### src/rtl/mem_arb_pkg.sv
// mem_arb_pkg: shared types and constants for the RAM arbiter.
// Optional round-robin arbitration is enabled by defining MEM_ARB_RR_EN.
package mem_arb_pkg;

    localparam int DEF_ADDR_W = 9;
    localparam int DEF_DATA_W = 32;

    localparam logic PORT_FETCH = 1'b0;
    localparam logic PORT_DATA  = 1'b1;

    typedef enum logic [1:0] {
        IDLE  = 2'd0,
        ISSUE = 2'd1,
        RESP  = 2'd2
    } state_e;

endpackage

### src/rtl/arb_grant.sv
// arb_grant: 2-way grant picker for the fetch and data ports.
// MEM_ARB_RR_EN selects round-robin; otherwise data has fixed priority.
module arb_grant
    import mem_arb_pkg::*;
(
`ifdef MEM_ARB_RR_EN
    input  logic       clock,
    input  logic       reset,
`endif
    input  logic       valid_f,
    input  logic       valid_d,
    input  logic       en,
    output logic [1:0] grant
);

`ifdef MEM_ARB_RR_EN
    // prio_q names the port preferred on the next tie; fetch first after reset
    logic prio_q;
    logic prio_d;

    // pick a port, breaking ties with the round-robin pointer
    always_comb begin
        grant = '0;
        prio_d = prio_q;
        if (en) begin
            if (valid_f && valid_d) begin
                grant[prio_q] = 1'b1;
            end else begin
                grant[PORT_FETCH] = valid_f;
                grant[PORT_DATA]  = valid_d;
            end
        end
        if (|grant) begin
            prio_d = grant[PORT_DATA] ? PORT_FETCH : PORT_DATA;
        end
    end

    // pointer moves on every accept
    always_ff @(posedge clock or posedge reset) begin
        if (reset) begin
            prio_q <= PORT_FETCH;
        end else begin
            prio_q <= prio_d;
        end
    end
`else
    // fixed priority: data always wins a tie
    always_comb begin
        grant = '0;
        if (en) begin
            grant[PORT_DATA]  = valid_d;
            grant[PORT_FETCH] = valid_f && !valid_d;
        end
    end
`endif

endmodule

### src/rtl/mem_arbiter.sv
// mem_arbiter: shares a single-port RAM between fetch and load/store ports.
// Define MEM_ARB_RR_EN for round-robin arbitration (default: data priority).
module mem_arbiter
    import mem_arb_pkg::*;
#(
    parameter int ADDR_W = DEF_ADDR_W,
    parameter int DATA_W = DEF_DATA_W
) (
    input  logic              clock,
    input  logic              reset,
    input  logic              f_valid,
    input  logic [ADDR_W-1:0] f_address,
    output logic              f_ready,
    output logic              f_rsp_valid,
    output logic [DATA_W-1:0] f_rsp_data,
    input  logic              d_valid,
    input  logic              d_write,
    input  logic [ADDR_W-1:0] d_address,
    input  logic [DATA_W-1:0] d_wdata,
    output logic              d_ready,
    output logic              d_rsp_valid,
    output logic [DATA_W-1:0] d_rsp_data,
    output logic              ram_read,
    output logic              ram_write,
    output logic [ADDR_W-1:0] ram_address,
    output logic [DATA_W-1:0] ram_data,
    input  logic [DATA_W-1:0] ram_data_output,
    output logic              busy
);

    state_e            state_q, state_d;
    logic              owner_q, owner_d;
    logic              wr_q, wr_d;
    logic              ram_read_q, ram_read_d;
    logic              ram_write_q, ram_write_d;
    logic [ADDR_W-1:0] ram_address_q, ram_address_d;
    logic [DATA_W-1:0] ram_data_q, ram_data_d;

    logic [1:0] grant;
    logic       accept_en;
    logic       accept;
    logic       resp;

    assign accept_en = ((state_q == IDLE) || (state_q == RESP)) && !reset;
    assign accept    = |grant;

    arb_grant u_grant (
`ifdef MEM_ARB_RR_EN
        .clock   (clock),
        .reset   (reset),
`endif
        .valid_f (f_valid),
        .valid_d (d_valid),
        .en      (accept_en),
        .grant   (grant)
    );

    // next state, and latch of the accepted request into the RAM-side flops
    always_comb begin
        state_d       = state_q;
        owner_d       = owner_q;
        wr_d          = wr_q;
        ram_read_d    = 1'b0;
        ram_write_d   = 1'b0;
        ram_address_d = '0;
        ram_data_d    = '0;

        unique case (state_q)
            IDLE:    state_d = accept ? ISSUE : IDLE;
            ISSUE:   state_d = RESP;
            RESP:    state_d = accept ? ISSUE : IDLE;
            default: state_d = IDLE;
        endcase

        if (accept) begin
            owner_d       = grant[PORT_DATA] ? PORT_DATA : PORT_FETCH;
            wr_d          = grant[PORT_DATA] && d_write;
            ram_read_d    = !wr_d;
            ram_write_d   = wr_d;
            ram_address_d = grant[PORT_DATA] ? d_address : f_address;
            if (wr_d) begin
                ram_data_d = d_wdata;
            end
        end
    end

    // state and RAM-side registers; reset drops any transaction in flight
    always_ff @(posedge clock or posedge reset) begin
        if (reset) begin
            state_q       <= IDLE;
            owner_q       <= PORT_FETCH;
            wr_q          <= 1'b0;
            ram_read_q    <= 1'b0;
            ram_write_q   <= 1'b0;
            ram_address_q <= '0;
            ram_data_q    <= '0;
        end else begin
            state_q       <= state_d;
            owner_q       <= owner_d;
            wr_q          <= wr_d;
            ram_read_q    <= ram_read_d;
            ram_write_q   <= ram_write_d;
            ram_address_q <= ram_address_d;
            ram_data_q    <= ram_data_d;
        end
    end

    assign resp = (state_q == RESP);

    assign f_ready     = grant[PORT_FETCH];
    assign d_ready     = grant[PORT_DATA];
    assign f_rsp_valid = resp && (owner_q == PORT_FETCH);
    assign d_rsp_valid = resp && (owner_q == PORT_DATA);
    assign f_rsp_data  = f_rsp_valid ? ram_data_output : '0;
    assign d_rsp_data  = (d_rsp_valid && !wr_q) ? ram_data_output : '0;

    assign ram_read    = ram_read_q;
    assign ram_write   = ram_write_q;
    assign ram_address = ram_address_q;
    assign ram_data    = ram_data_q;
    assign busy        = (state_q == ISSUE) || resp;

endmodule
### config.mk
export PLATFORM = sky130hd
export DESIGN_NAME = mem_arbiter
export DESIGN_NICKNAME = d
export VERILOG_FILES = /design/src/rtl/mem_arb_pkg.sv /design/src/rtl/arb_grant.sv /design/src/rtl/mem_arbiter.sv
export SDC_FILE = /design/constraint.sdc
export NUM_CORES = 1
export LEC_CHECK = 0
export ABC_AREA = 1
export BUFFER_PORTS_ARGS = -buffer_cell sky130_fd_sc_hd__buf_2
export CELL_PAD_IN_SITES_DETAIL_PLACEMENT = 0
export CELL_PAD_IN_SITES_GLOBAL_PLACEMENT = 1
export CORE_AREA = 2 2 99 101
export CTS_CLUSTER_DIAMETER = 40
export DETAILED_ROUTE_END_ITERATION = 8
export DIE_AREA = 0 0 101 103
export GPL_TIMING_DRIVEN = 0
export PLACE_DENSITY = 0.9
export SLEW_MARGIN = 20
export SYNTH_ARGS = -nofsm -noshare
export SYNTH_HDL_FRONTEND = slang
export SYNTH_SLANG_ARGS = --single-unit
### constraint.sdc
create_clock -name clock -period 1.8 [get_ports clock]
set_clock_uncertainty 0.05 [all_clocks]
set_input_delay 0.18 -clock clock [delete_from_list [all_inputs] [get_ports clock]]
set_output_delay 0.18 -clock clock [all_outputs]
set_load 0.01 [all_outputs]
==> reports/metrics.yaml <==
synth:
  synth-seq-area-share_pct: 51.9
  muxShareOfSynthArea_pct: 0
  synth.yosys.warnings: 0
  synth-compound-area-share_pct: 2.32
  synthesis.nets: 371
  combinational_family_with_the_most_area_after_synthesis: "simple AND/OR/NAND/NOR gates"
  synthesis.area_sq_um: 2270
  netlist-cell-type-count: 16
  synth-simple-area-share_pct: 25.9
  post_synth.cell_area_avg_sq_um: 8.10
  seq_cells_post_synth: 47
  synthXorXnorAreaFrac_pct: 0
  postSynthCellCount: 280
  yosysTopAreaCellShare_pct: 51.9
  synth-adder-area-share_pct: 2.21
  yosysTopAreaCell: "dfrtp_1"
  synth.top_cells.by_area: "dfrtp_1 52%, nor2_1 13%, inv_1 12%, nor2_2 5.5%, buf_6 3.5%"
clock_network:
  cts_buffers: 5
  path_clk_slew_ns: 0.09
  cts.root.buffer_cell: "clkbuf_8"
  cts_sinks: 47
  cts_buffer_depth: 2
  cts.htree.levels: 2
  cts_tree: "yes"
  postCtsHoldBufs: 0
  insertion_delay_ns: 0.30
layout:
  antenna_cells_inserted: 0
  mostFrequentLayoutCells: "190 x buf_2, 70 x inv_1, 47 x dfrtp_1, 46 x nor2_2, 43 x nor2_1"
  nNetsFinal: 589
  mostFrequentLayoutCell: "buf_2"
  layout-area-overhead-vs-synth_pct: 73.5
  post_layout_nonfiller_instances: 613
  layout.filler_cells: 974
  layout-drive-gt1-share_pct: 60.5
power_and_ir_drop:
  power_consumption_mw: 2.86
  power_frac_seq_pct: 40.4
  p_switching_mw: 0.890
  internal-power_mw: 1.97
  switching_share_pct: 31.1
  leakage_nw: 2.53
  fraction_of_power_consumed_by_combinational_cells_pct: 31.3
  pwr_density_cell_nw_per_um2: 727
  worst_ir_drop_vdd_uv: 424
  power.share.clock_pct: 28.3
outcome:
  status: "complete, but fails checks"
  violations: "negative setup slack"
global_route:
  largest_net_degree_at_the_start_of_global_routing: 57
  grt.total_usage_pct: 11.9
  first_global_vias: 2131
  grt.overflow.total: 0
  antenna_found_initial: 0
  wire_length_of_the_first_global_routing_pass_um: 9690
placed_design:
  weighted_congestion_at_the_end_of_routability_driven_global_placement: 0.660
  count_of_placed_standard_cells_including_taps: 592
  io_buffer_count: 198
  dpl_worst_slack_ns: 0.0989
  dp.final_hpwl_um: 5300
floorplan:
  start_util_pct: 24.0
  dieArea_sq_um: 10400
  boundaryPins: 199
  die-width_um: 101
  die_y_um: 103
  fp-row-count: 36
  core_area_sq_um: 9460
sta:
  worst_slew_pin_slew_ns: 0.672
  final_min_period_over_clock_period_pct: 108
  fmax_mhz: 513
  relSlewSlack_pct: 55.2
  final_tns_setup_ns: -4.03
  setup_violators_final: 64
  timing_max_transition_violations_final: 0
  timing_hold_violations_final: 0
  layout_setup_ws_ns: -0.151
  rsz0062_at_grt: "true"
  finalCriticalPeriod_ns: 1.95
route:
  drtAntennaViolNets: 0
  routedWlPerCell_um: 11.9
  first_iter_violations: 115
  routed-via-count: 2529
  drtPass1Iterations: 4
  drt_wl_total_um: 7310
  route.detailed.vias_per_inst: 4.13
  drc_violation_count_after_routing: 0
critical_path:
  largest_fanout_of_any_net_on_the_critical_path: 10
  crit_type: "register to output pin"
  kind_of_start_point_of_the_critical_path: "register"
  endpoint_kind: "output pin"
  worst_ep_required_ns: 1.57
  arrival_ns: 1.72
flow_run:
  cap_viol_max_count: 0
worst_hold_path:
  timing.hold.worst.class: "input pin to register"
==> area by class of cell <==
cell class	instances	area (sq um)	area share [%]
buffer	14	153	3.88
clock buffer	6	82.6	2.10
clock inverter	2	35.0	0.891
inverter	75	287	7.28
multi-input combinational	144	876	22.3
sequential	47	1180	29.9
tap	114	143	3.63
timing repair buffer	211	1180	30.1
==> timing repair <==
item | in CTS | in global routing
endpoints found under the setup margin | 65 | 66
pin swaps | 1 | 6
hold endpoints to repair | 0 | 0
cloned | 1 | 3
buffers inserted | 5 | 5
gates resized for setup | 21 | 66
==> power by group through the flow <==
stage	logic, mW	clock network, mW	registers [mW]
5_1_grt	0.982	0.881	1.16
6_report	0.896	0.809	1.15
4_1_cts	0.771	0.845	1.15
3_5_place_dp	0.698	0	1.17
2_1_floorplan	0.362	0	1.19
3_3_place_gp	0.684	0	1.17
==> worst max-delay path, stage by stage (launching register included) <==
cell and delay, ns:
dfrtp_1 0.40, inv_2 0.08, ha_4 0.13, nand2_2 0.05
or2_1 0.22, buf_6 0.15, buf_8 0.14, nor2_1 0.11
buf_2 0.14
==> Yosys cell counts <==
cell type  instances
nor2_1            80
inv_1             73
dfrtp_1           47
nor2_2            20
nand2_1           16
a21oi_1            9
nand4_1            9
buf_2              8
buf_6              7
ha_1               4
inv_2              2
nand2_4            1
nand3_4            1
nor2_4             1
o211ai_1           1
or2_1              1
==> path summary, 6_finish.rpt <==
kind | startpoint | end | slack (ns) | cells after the start
setup / recovery | state_q[0]$_DFF_PP0_ | d_rsp_data[17] | -0.15 | 8
hold / removal | d_wdata[12] | ram_data[12]$_DFF_PP0_ | 0.03 | 3
setup reg to reg | state_q[1]$_DFF_PP0_ | ram_address[3]$_DFF_PP0_ | 0.20 | 7
hold reg to reg | wr_q$_DFFE_PP0P_ | wr_q$_DFFE_PP0P_ | 0.46 | 2
max in group asynchronous | reset | ram_data[24]$_DFF_PP0_ | 1.06 | 3
min in group asynchronous | reset | state_q[0]$_DFF_PP0_ | 0.19 | 3
==> metrics by stage <==
step	cell area (sq um)	hold slack, ns	util, %
after floorplan	2270	0.236	-
after global placement	3400	0.340	36.0
after detailed placement	3400	0.342	36.0
after CTS	3650	0.00768	38.6
after global routing	3930	0.0184	41.6
final	3930	0.0275	41.6
==> metal layers <==
metal | wire [um] | part of all wire [%] | up-vias | global-route usage (%)
li1 | - | - | 1224 | -
met1 | 2700 | 37 | 1160 | 12.4
met2 | 3820 | 52 | 138 | 22.6
met3 | 671 | 9.2 | 7 | 3.86
met4 | 112 | 1.5 | 0 | 3.74
met5 | 0 | 0 | - | 0
==> state kept, by name, summed over array words and instances (netlist names) <==
signal,cells
ram_data,32
ram_address,9
owner_q,1
state_q,2
ram_write,1
ram_read,1
wr_q,1
==> logic make-up after synthesis <==
logic type / after synthesis
AND/OR/NAND/NOR: 129
buffers and inverters: 90
flip-flops: 47
AO/OA/AOI/OAI: 10
adder cells (fa/ha/maj): 4
(Power assumes the default switching activity.)
